==> src/rtl/mult_pkg.sv <==
// rtl/mult_pkg.sv - shared types and defaults for the multiplier result stage
package mult_pkg;

  // Product width (also the double-dabble iteration count) and BCD digit count
  localparam int W_DEF  = 8;
  localparam int ND_DEF = 3;

  // One packed BCD digit
  typedef logic [3:0] bcd_digit_t;

  // Conversion engine states
  typedef enum logic [1:0] {
    ST_IDLE  = 2'd0,
    ST_ADJ   = 2'd1,
    ST_SHIFT = 2'd2,
    ST_FIN   = 2'd3
  } conv_state_t;

endpackage

==> src/rtl/mult_bcd_conv_dd_add3.sv <==
// rtl/mult_bcd_conv_dd_add3.sv - double-dabble digit correction (add 3 when >= 5)
module dd_add3
  import mult_pkg::*;
(
  input  logic [3:0] din,
  output logic [3:0] dout
);

  // Digits 5..9 become 8..12, so the following shift carries into the next digit
  always_comb begin
    dout = din;
    if (din >= 4'd5) begin
      dout = din + 4'd3;
    end
  end

endmodule

==> src/rtl/mult_bcd_conv.sv <==
// rtl/mult_bcd_conv.sv - captures multiplier products and converts them to BCD digits
module mult_bcd_conv
  import mult_pkg::*;
#(
  parameter int W  = W_DEF,
  parameter int ND = ND_DEF
)
(
  input  logic         clk,
  input  logic         rst_n,
  input  logic         done,
  input  logic [W-1:0] product,
  output logic [3:0]   hundreds,
  output logic [3:0]   tens,
  output logic [3:0]   ones,
  output logic         bcd_valid,
  output logic         busy,
  output logic         overrun
);

  localparam int CW = (W > 1) ? $clog2(W) : 1;

  conv_state_t       state;
  logic              done_q;
  logic              req;
  logic [W-1:0]      bin_sr;
  logic [ND*4-1:0]   bcd_sr;
  logic [ND*4-1:0]   bcd_adj;
  logic [CW-1:0]     cnt;
  logic              pend_valid;
  logic [W-1:0]      pend_product;

  // done_q resets high so a done level already present at reset release is ignored
  always_ff @(posedge clk) begin
    if (!rst_n) begin
      done_q <= 1'b1;
    end else begin
      done_q <= done;
    end
  end

  assign req  = done & ~done_q;
  assign busy = (state != ST_IDLE);

  // One correction cell per scratch digit for the ADJ step
  for (genvar g = 0; g < ND; g++) begin : g_add3
    dd_add3 u_add3 (
      .din  (bcd_sr[g*4 +: 4]),
      .dout (bcd_adj[g*4 +: 4])
    );
  end

  // Conversion FSM, pending buffer and registered digit outputs
  always_ff @(posedge clk) begin
    if (!rst_n) begin
      state        <= ST_IDLE;
      bin_sr       <= '0;
      bcd_sr       <= '0;
      cnt          <= '0;
      pend_valid   <= 1'b0;
      pend_product <= '0;
      hundreds     <= 4'd0;
      tens         <= 4'd0;
      ones         <= 4'd0;
      bcd_valid    <= 1'b0;
      overrun      <= 1'b0;
    end else begin
      bcd_valid <= 1'b0;
      case (state)
        ST_IDLE: begin
          if (pend_valid) begin
            // Buffered request wins; a simultaneous new request takes its slot
            bin_sr     <= pend_product;
            bcd_sr     <= '0;
            cnt        <= '0;
            state      <= ST_ADJ;
            pend_valid <= req;
            if (req) begin
              pend_product <= product;
            end
          end else if (req) begin
            bin_sr <= product;
            bcd_sr <= '0;
            cnt    <= '0;
            state  <= ST_ADJ;
          end
        end
        ST_ADJ: begin
          bcd_sr <= bcd_adj;
          state  <= ST_SHIFT;
        end
        ST_SHIFT: begin
          bcd_sr <= {bcd_sr[ND*4-2:0], bin_sr[W-1]};
          bin_sr <= {bin_sr[W-2:0], 1'b0};
          cnt    <= cnt + 1'b1;
          if (cnt == CW'(W - 1)) begin
            state <= ST_FIN;
          end else begin
            state <= ST_ADJ;
          end
        end
        ST_FIN: begin
          hundreds  <= bcd_sr[8 +: 4];
          tens      <= bcd_sr[4 +: 4];
          ones      <= bcd_sr[0 +: 4];
          bcd_valid <= 1'b1;
          state     <= ST_IDLE;
        end
        default: begin
          state <= ST_IDLE;
        end
      endcase

      // Requests arriving mid-conversion are buffered; latest one wins
      if (state != ST_IDLE && req) begin
        pend_product <= product;
        pend_valid   <= 1'b1;
        if (pend_valid) begin
          overrun <= 1'b1;
        end
      end
    end
  end

endmodule

==> config.mk <==
export PLATFORM = sky130hd
export DESIGN_NAME = mult_bcd_conv
export DESIGN_NICKNAME = d
export VERILOG_FILES = /design/src/rtl/mult_pkg.sv /design/src/rtl/mult_bcd_conv_dd_add3.sv /design/src/rtl/mult_bcd_conv.sv
export SDC_FILE = /design/constraint.sdc
export NUM_CORES = 1
export LEC_CHECK = 0
export BUFFER_PORTS_ARGS = -buffer_cell sky130_fd_sc_hd__buf_2
export CAP_MARGIN = 20
export CELL_PAD_IN_SITES_DETAIL_PLACEMENT = 1
export CELL_PAD_IN_SITES_GLOBAL_PLACEMENT = 2
export CORE_ASPECT_RATIO = 1.25
export CORE_UTILIZATION = 40
export CTS_BUF_LIST = sky130_fd_sc_hd__clkbuf_16
export CTS_CLUSTER_DIAMETER = 80
export DETAILED_ROUTE_END_ITERATION = 10
export HOLD_SLACK_MARGIN = 0.05
export MAX_ROUTING_LAYER = met4
export PLACE_DENSITY = 0.88
export RECOVER_POWER = 50
export SYNTH_ARGS = -nofsm -noshare
export SYNTH_HDL_FRONTEND = slang
export SYNTH_HIERARCHICAL = 1
export SYNTH_SLANG_ARGS = --single-unit
==> constraint.sdc <==
create_clock -name clk -period 3.1 [get_ports clk]
set_clock_uncertainty 0.15 [all_clocks]
set_input_delay 0.465 -clock clk [delete_from_list [all_inputs] [get_ports clk]]
set_output_delay 0.465 -clock clk [all_outputs]
set_load 0.01 [all_outputs]
==> results.tsv, run 1 <==
metric	value	unit
yosys_warnings	6	
drv_cap	0	
fp.dieW	73.61	um
cts_root_buffer	clkbuf_16	
min_period_over_period	73.51	%
grt.total_usage	17.42	%
clk_latency	0.28	ns
hold_viol_final	0	
critPathMaxFanout	33	
place_area	2733	um2
final_nets	314	
ctsHtreeMaxLevel	2	
synthesis.area	2564	um2
routed_wl	5209	um
p_seq_share	41.3	%
hold_class	input pin to register	
drt_iter0_markers	80	
fin_setup_tns	0	ns
swShare	34.53	%
n_antenna_cell	0	
cts.path.max_buffers	2	
vias	1941	
p_leak	1.020	nW
core_area	6166	um2
combinationalPowerShare	29.4	%
wl_per_cell	13.93	um
grt_max_degree	34	
viasPerCell	5.190	
final_area	2843	um2
cts_resized	0	
netlist.area_leader.share	38.26	%
yosys.area.top_type	dfxtp_1	
first_pass_iters	4	
ys_ff_latch	49	
syn_nets	296	
syn_area_per_cell	9.460	um2
p_per_area	615.3	nW/um2
drc	0	
cp-end-kind	register	
power_frac_clock	29.3	%
finalSetupViolations	0	
io_buffers	25	
synth.area.top_cells	dfxtp_1 (38%), nor2b_1 (10%), mux2i_1 (9.0%)	
synth_cell_types	36	
intPower	0.001145	W
ir_drop	0.0003197	V
ios	26	
post-cts-setup-buffer-count	0	
min_period	2.279	ns
grt_pass1_vias	1904	
antenna_left	0	
tightest_slew	1.209	ns
fp-row-count	32	
layout-drive-gt1-share	9.343	%
cts_buffers	5	
critPathLaunchType	input pin	
synthCells	271	
arrival	2.33	ns
area_delta_synth_final	10.88	%
grt_pass1_wl	8935	um
holdBufCountCts	0	
clkTransAtPathRegs	0.06	ns
antenna_found_initial	0	
grt.overflow.total	0	
place_hpwl	3609	um
die-area	6735	um2
rsz0062_at_grt	false	
maxSlewHeadroom	19.40	%
slew_viol_final	0	
status	complete, no violations	
power_switching	0.0006040	W
clock-sinks	49	
start_util	41.58	%
critPathKind	input pin to register	
synth_seq_area_share	38.26	%
place_congestion	0.7537	
cts_tree	yes	
max_freq	0.4388	GHz
crit_required	3.15	ns
die_y	91.51	um
[per-stage QoR]
step	power (W)	worst slack, ns	hold WS (ns)	util [%]	std cells
6_report	0.001749	0.8211	0.2704	46.10	374
5_1_grt	0.001852	0.5435	0.2767	46.10	374
4_1_cts	0.001778	1.042	0.2623	46.47	374
3_5_place_dp	0.001265	1.055	0.3132	44.32	367
3_3_place_gp	0.001249	1.143	0.3007	44.32	367
2_1_floorplan	0.001134	1.378	0.2776	-	271
[synthesized netlist by cell type (all sizes together)]
library cell	number
nand2	17
nor2b	42
nor2	4
dfxtp	49
o21a	2
a22o	12
a21boi	4
a21oi	5
ha	14
o21ai	15
nand3b	1
buf	8
xnor2	3
a32oi	14
and2b	2
or3	1
nand3	8
a211oi	7
and2	1
o31ai	7
o22ai	2
mux2i	23
clkbuf	10
inv	10
and3	1
nand2b	9
[final timing paths]
check                                from         to  slack, ns  cells after the start
worst max-delay path                rst_n  bin_sr[7]       0.82                      4
worst min-delay path                 done     done_q       0.27                      2
worst max register to register   state[0]  bin_sr[0]       1.06                      5
worst min register to register  bin_sr[0]  bin_sr[0]       0.32                      2
[flip-flops by register name, summed over array words and instances, names as in the netlist, 2 cells and up]
name and count:
tens 4, state 2, bcd_sr 12, hundreds 4, cnt 3, bin_sr 8
ones 4, pend_product 8
[worst max-delay path: stages]
cell and delay, ns:
clkbuf_1 0.63, clkbuf_1 0.96, nand3_1 0.15, o31ai_1 0.11
[placed cells by master, fill, tap and decap left out, types with 2 or more instances in the layout]
master / n
a32oi_1: 14
inv_1: 11
a22o_1: 12
o21ai_0: 12
o21ai_1: 3
a211oi_1: 7
o21a_1: 2
a21oi_1: 2
o31ai_1: 7
buf_4: 3
buf_2: 10
nand2b_1: 8
a21boi_0: 2
nand3_1: 8
clkbuf_16: 5
a21oi_2: 3
ha_1: 14
mux2i_1: 23
dfxtp_1: 49
nor2_1: 3
nand2_1: 16
xnor2_1: 3
a21boi_1: 2
clkbuf_1: 16
nor2b_1: 42
[cells by family (layout without fill, tap and decap cells)]
group	after synthesis	after routing	share of synthesized area, %
buffers and inverters	28	46	5.076
AND/OR/NAND/NOR	86	86	20.01
multiplexers	23	23	8.980
flip-flops	49	49	38.26
adder cells (fa/ha/maj)	14	14	6.833
AO/OA/AOI/OAI	68	68	19.81
XOR/XNOR	3	3	1.025
[routing by layer]
layer	global-route usage (%)	share of wire, %	wire length (um)
met1	20.26	46	2413
met2	29.28	51	2633
met3	3.441	1.7	89
met4	6.090	1.4	72
met5	-	0	0
[final cells by class]
class                   instances  area, um2
clock inverters                 2      7.507
inverters                      10      37.54
multi-input cells             194       1453
repair buffers                 29      132.6
flip-flops and latches         49      980.9
fillers                       749       3323
well taps                      85      106.4
clock buffers                   5      125.1
[power by group through the flow]
stage	Clock, W	Combinational (W)	Sequential [W]
after floorplan	0	0.000410	0.000724
after global placement	0	0.000513	0.000736
after detailed placement	0	0.000527	0.000738
after CTS	0.000526	0.000528	0.000724
after global routing	0.000551	0.000572	0.000729
final	0.000512	0.000515	0.000723
Power figures use the tool's default switching activity.
==> inputs of run 2 (changes only) <==
--- a/config.mk
+++ b/config.mk
@@ -5,18 +5,19 @@
 export SDC_FILE = /design/constraint.sdc
 export NUM_CORES = 1
 export LEC_CHECK = 0
+export ABC_AREA = 1
 export BUFFER_PORTS_ARGS = -buffer_cell sky130_fd_sc_hd__buf_2
 export CAP_MARGIN = 20
 export CELL_PAD_IN_SITES_DETAIL_PLACEMENT = 1
 export CELL_PAD_IN_SITES_GLOBAL_PLACEMENT = 2
 export CORE_ASPECT_RATIO = 1.25
-export CORE_UTILIZATION = 40
+export CORE_UTILIZATION = 33
 export CTS_BUF_LIST = sky130_fd_sc_hd__clkbuf_16
 export CTS_CLUSTER_DIAMETER = 80
 export DETAILED_ROUTE_END_ITERATION = 10
 export HOLD_SLACK_MARGIN = 0.05
 export MAX_ROUTING_LAYER = met4
-export PLACE_DENSITY = 0.88
+export PLACE_DENSITY = 0.83
 export RECOVER_POWER = 50
 export SYNTH_ARGS = -nofsm -noshare
 export SYNTH_HDL_FRONTEND = slang
==> constraint.sdc (replaced) <==
create_clock -name clk -period 2.2 [get_ports clk]
set_clock_uncertainty 0.15 [all_clocks]
set_input_delay 0.33 -clock clk [delete_from_list [all_inputs] [get_ports clk]]
set_output_delay 0.33 -clock clk [all_outputs]
set_load 0.01 [all_outputs]
==> run 2 against run 1 <==
Against the previous run: count of clock-buffer cells in the layout stayed put; hold slack worse by 0.18 ns; sequential power up 48%.
==> results.tsv, run 2 <==
metric	value	unit
status	complete, no violations	
p_per_area	932.9	nW/um2
multi_input_area	1460	um2
synth_cell_types	25	
io_buffers	25	
grt.overflow.total	0	
maxSlewHeadroom	62.07	%
syn_nets	431	
antenna_left	0	
r2r_cells	9	
final_area	3054	um2
ctsHtreeMaxLevel	2	
fp.dieW	83.36	um
cpMaxStageDelayCell	dfxtp_1	
slowest_delay	0.41	ns
synth.area.top_cells	dfxtp_1 (36%), nand2_1 (17%), nor2_1 (7.1%)	
drv_cap	0	
wl_per_cell	13.31	um
yosysMostFrequentCell	nand2_1	
swShare	37.04	%
routed_wl	6959	um
min_period	1.851	ns
fillCellCount	1039	
p_seq_share	37.6	%
place_congestion	0.8265	
drc	0	
core_area	7928	um2
synthesis.area	2730	um2
final_nets	452	
cts_buffers	5	
place_area	2908	um2
top_register	bcd_sr	
clk_latency	0.29	ns
min_period_over_period	84.12	%
synthCells	406	
n_antenna_cell	0	
yosys.area.top_type	dfxtp_1	
die-area	8643	um2
max_freq	0.5404	GHz
start_util	34.44	%
tightest_slew	0.5654	ns
cts_resized	0	
ys_ff_latch	49	
post-cts-setup-buffer-count	0	
arrival	1.93	ns
intPower	0.001794	W
first_pass_iters	4	
yosys_warnings	6	
gr-usage-met3	3.108	%
path_depth	9	
top_regs	bcd_sr: 12 flops, bin_sr: 8 flops, pend_product: 8 flops	
syn_area_per_cell	6.724	um2
critPathLaunchType	register	
antenna_found_initial	0	
grt_pass1_vias	2539	
synth_seq_area_share	35.93	%
grt.total_usage	17.45	%
async_reset_ff_share	0	%
p_leak	1.386	nW
hold_class	input pin to register	
place_hpwl	4876	um
worstPathCellList	inv_1 > ha_1 > inv_2 > nor2_4 > nand2_4 > nand2_4 > nand2_1 > nand2_1 > nor2_1	
viasPerCell	4.826	
layout_commonest_cell	nand2_1	
path_delay_family	simple AND/OR/NAND/NOR gates	
cts.path.max_buffers	2	
critPathKind	register to register	
grt_pass1_wl	11910	um
rsz0062_at_grt	false	
final_cell_mix	nand2_1 (123), nor2_1 (52), dfxtp_1 (49)	
fin_setup_tns	0	ns
drt_iter0_markers	117	
path_buf_inv	2	
vias	2524	
crit_required	2.28	ns
largest_reg_flops	12	
clkTransAtPathRegs	0.07	ns
power_frac_clock	30.9	%
combinationalPowerShare	31.5	%
seq_area	980.9	um2
grt.busiest_layer	met2	
power_switching	0.001055	W
netlist.area_leader.share	35.93	%
layout-drive-gt1-share	12.62	%
die_y	103.7	um
met2_usage	32.20	%
synth_edf_count	0	
area_delta_synth_final	11.87	%
ys.flop_type	dfxtp_1	
grt_max_degree	24	
clock-sinks	49	
globalRouteMet1Util	19.10	%
slew_viol_final	0	
cts_root_buffer	clkbuf_16	
holdBufCountCts	0	
yosys-top-cells-count	nand2_1 (122), nor2_1 (52), dfxtp_1 (49)	
fp-row-count	36	
critPathMaxFanout	22	
hold_viol_final	0	
hold_depth	3	
ir_drop	0.0003863	V
cts_tree	yes	
ios	26	
finalSetupViolations	0	
cp-end-kind	register	
## run 2: cell types whose count changed in the layout (fill, tap and decap cells not counted), sizes merged, moves of 15 or more
cell / change
nand2: +115
inv: +34
a21oi: +24
mux2i: -23
nor2b: -42
nand3: +20
nor2: +55
o21ai: +15
## run 2: final timing paths
check / from / to / slack, ns
setup / recovery: state[0] / bin_sr[7] / 0.35
hold / removal: done / done_q / 0.09
setup reg to reg: state[0] / bin_sr[7] / 0.35
hold reg to reg: pend_product[6] / pend_product[6] / 0.30
## run 2: power groups by stage
stage	clock network, W	registers (W)	logic [W]
6_report	0.000880	0.00107	0.000899
5_1_grt	0.000940	0.00109	0.00103
4_1_cts	0.000916	0.00107	0.000929
3_5_place_dp	0	0.00109	0.000918
3_3_place_gp	0	0.00109	0.000896
2_1_floorplan	0	0.00108	0.000771
## run 2: logic make-up (layout without fill, tap and decap cells)
group / after synthesis / count (layout) / share of synthesized area, %
adder cells (fa/ha/maj): 14 / 14 / 6.416
AND/OR/NAND/NOR: 220 / 220 / 35.01
buffers and inverters: 63 / 85 / 10.49
AO/OA/AOI/OAI: 60 / 60 / 12.14
flip-flops: 49 / 49 / 35.93
## run 2: worst min-delay path, stage by stage
cell and delay [ns]:
buf_2 0.09, inv_1 0.04, nand2_1 0.04
## run 2: routing by layer
layer  vias up  wire [um]
met3         6        174
li1       1299          -
met1      1195       3108
met4         0         74
met5         -          0
met2        24       3602
## run 2: layout make-up
cell class,instances,area share (%)
clock buffer,5,4.097
clock inverter,3,1.352
inverter,46,5.735
multi-input combinational,294,47.81
sequential,49,32.12
tap,95,3.892
timing repair buffer,31,4.998
## run 2: metrics by stage
step	worst slack, ns	power, W	std cells	hold WS (ns)	utilization (%)
final	0.3494	0.002849	523	0.09323	38.53
after CTS	0.3076	0.002917	523	0.09037	38.78
after global placement	0.4194	0.001984	515	0.2894	36.68
after global routing	0.1564	0.003057	523	0.1279	38.53
after detailed placement	0.3370	0.002011	515	0.2968	36.68
after floorplan	0.6059	0.001852	406	0.2764	-
==> inputs of run 3 (changes only) <==
--- a/config.mk
+++ b/config.mk
@@ -11,13 +11,13 @@
 export CELL_PAD_IN_SITES_DETAIL_PLACEMENT = 1
 export CELL_PAD_IN_SITES_GLOBAL_PLACEMENT = 2
 export CORE_ASPECT_RATIO = 1.25
-export CORE_UTILIZATION = 33
+export CORE_UTILIZATION = 29
 export CTS_BUF_LIST = sky130_fd_sc_hd__clkbuf_16
 export CTS_CLUSTER_DIAMETER = 80
 export DETAILED_ROUTE_END_ITERATION = 10
 export HOLD_SLACK_MARGIN = 0.05
 export MAX_ROUTING_LAYER = met4
-export PLACE_DENSITY = 0.83
+export PLACE_DENSITY = 0.77
 export RECOVER_POWER = 50
 export SYNTH_ARGS = -nofsm -noshare
 export SYNTH_HDL_FRONTEND = slang
==> constraint.sdc (replaced) <==
create_clock -name clk -period 1.58 [get_ports clk]
set_clock_uncertainty 0.15 [all_clocks]
set_input_delay 0.237 -clock clk [delete_from_list [all_inputs] [get_ports clk]]
set_output_delay 0.237 -clock clk [all_outputs]
set_load 0.01 [all_outputs]
==> run 3 against run 2 <==
Against the previous run: sequential share of layout area down 3.4 points; global-route usage decreased by 1.3 points; final cell count increased by 11%; critical path type is now register to output pin; largest power group is now combinational logic.
==> results.tsv, run 3 (same netlist as run 2, synthesis figures left out) <==
metric	value	unit
status	complete, no violations	
viasPerCell	4.453	
grt_pass1_vias	2648	
rsz0062_at_grt	true	
dp_worst_setup_slack	-0.01359	ns
slew_viol_final	0	
dp_cells	567	
hp-start	product[0]	
cp-end-kind	output pin	
final_cell_mix	nand2_1 (116), nor2_1 (51), dfxtp_1 (40)	
maxSlewHeadroom	75.10	%
swShare	38.02	%
timing.rr.end	bcd_sr[5]	
cts_root_buffer	clkbuf_16	
grt_pass1_wl	12200	um
min_to	pend_product[0]	
ios	26	
hold_class	input pin to register	
place_hpwl	5206	um
fin_setup_tns	0	ns
largest_reg_flops	12	
finalWorstSetupSlack	0.04681	ns
power_switching	0.001609	W
p_leak	1.561	nW
core_area	9125	um2
final_nets	482	
critPathKind	register to output pin	
critPathMaxFanout	3	
antenna_left	0	
drc	0	
finalSetupViolations	0	
max_freq	0.6522	GHz
clkTransAtPathRegs	0.07	ns
io_buffers	25	
die_y	110.5	um
die-area	9809	um2
first_pass_iters	4	
wl_per_cell	12.43	um
cts.path.max_buffers	2	
vias	2587	
place_area	3137	um2
grt.overflow.total	0	
min_period_over_period	97.04	%
layout_commonest_cell	nand2_1	
holdWs	0.07237	ns
intPower	0.002623	W
place_congestion	0.7707	
area_delta_synth_final	26.99	%
n_antenna_cell	0	
routed_wl	7221	um
p_per_area	1220	nW/um2
top_register	bcd_sr	
tightest_slew	0.3731	ns
power_frac_clock	25.0	%
final_cells	581	
combinationalPowerShare	39.9	%
fp-row-count	39	
cts_tree	yes	
r2r_cells	11	
top_regs	bcd_sr: 12 flops, bin_sr: 8 flops, pend_product: 8 flops	
layout-drive-gt1-share	26.20	%
grt.total_usage	16.12	%
worstReg2RegStart	bcd_sr[5]	
clk_latency	0.29	ns
drv_cap	0	
grt_max_degree	32	
final_area	3467	um2
antenna_found_initial	0	
p_seq_share	35.1	%
clock-sinks	49	
arrival	1.15	ns
start_util	29.92	%
cts_buffers	5	
min_period	1.533	ns
hold_viol_final	0	
fp.dieW	88.79	um
drt_iter0_markers	70	
ir_drop	0.0005038	V
crit_required	1.19	ns
ctsHtreeMaxLevel	2	
r2r_slack	0.07	ns
hold_depth	3	
critPathLaunchType	register	
-- run 3: cell types whose count changed in the layout (fill, tap and decap cells not counted), moves of 4 or more --
cell     change
buf_4       +24
dfxtp_1      -9
ha_1         -8
dfxtp_2      +7
nand2_1      -7
nand2_2      +7
ha_4         +5
a21oi_1      -4
a21oi_2      +4
inv_1        -4
inv_4        +4
-- run 3: cell type report --
class                           instances  area [um2]
Fill cell                            1183        5658
Multi-Input combinational cell        295        1600
Sequential cell                        49       997.2
Timing Repair Buffer                   60       390.4
Inverter                               46       185.2
Tap cell                              123       153.9
Clock buffer                            5       125.1
Clock inverter                          3       15.01
-- run 3: worst max-delay path by stage --
stage	slack [ns]	start	end	cells after the start
finish	0.05	state[0]	busy	5
global route	-0.06	bcd_sr[5]	bcd_sr[4]	11
CTS	0.002	bcd_sr[1]	bcd_sr[1]	11
detailed placement	-0.01	bcd_sr[8]	bcd_sr[9]	9
global placement	0.01	bcd_sr[4]	bcd_sr[4]	9
floorplan	0.01	state[1]	bcd_sr[2]	7
-- run 3: layer usage --
layer	vias to the layer above	track usage [%]	wire length, um
li1	1366	-	-
met1	1183	18.98	3341
met2	29	27.59	3619
met3	9	2.840	158
met4	0	4.516	102
met5	-	-	0
-- run 3: critical path: stages, from the launching register on --
cell and delay [ns]:
dfxtp_2 0.33, inv_4 0.07, ha_4 0.16, inv_4 0.05
buf_6 0.11, buf_4 0.13
-- run 3: stage by stage --
stage / utilization [%] / power [W]
4_1_cts: 36.34 / 0.004150
2_1_floorplan: - / 0.002582
5_1_grt: 38.00 / 0.004578
3_3_place_gp: 34.38 / 0.002971
3_5_place_dp: 34.38 / 0.003022
6_report: 38.00 / 0.004232
-- run 3: power by group through the flow --
stage                     sequential, W  clock [W]  combinational (W)
final                           0.00149    0.00106            0.00169
after global routing            0.00151    0.00115            0.00192
after CTS                       0.00149    0.00109            0.00157
after detailed placement        0.00151          0            0.00151
after global placement          0.00150          0            0.00147
after floorplan                 0.00151          0            0.00107
-- run 3: what timing repair did --
item | 4_1_cts | 5_1_grt
resized for setup | 12 | 43
hold endpoints to repair | 1 | 0
hold buffers | 1 | 0
buffers inserted | 0 | 4
pin swaps | 3 | 38
setup endpoints to repair | 13 | 28
gates cloned | 0 | 1
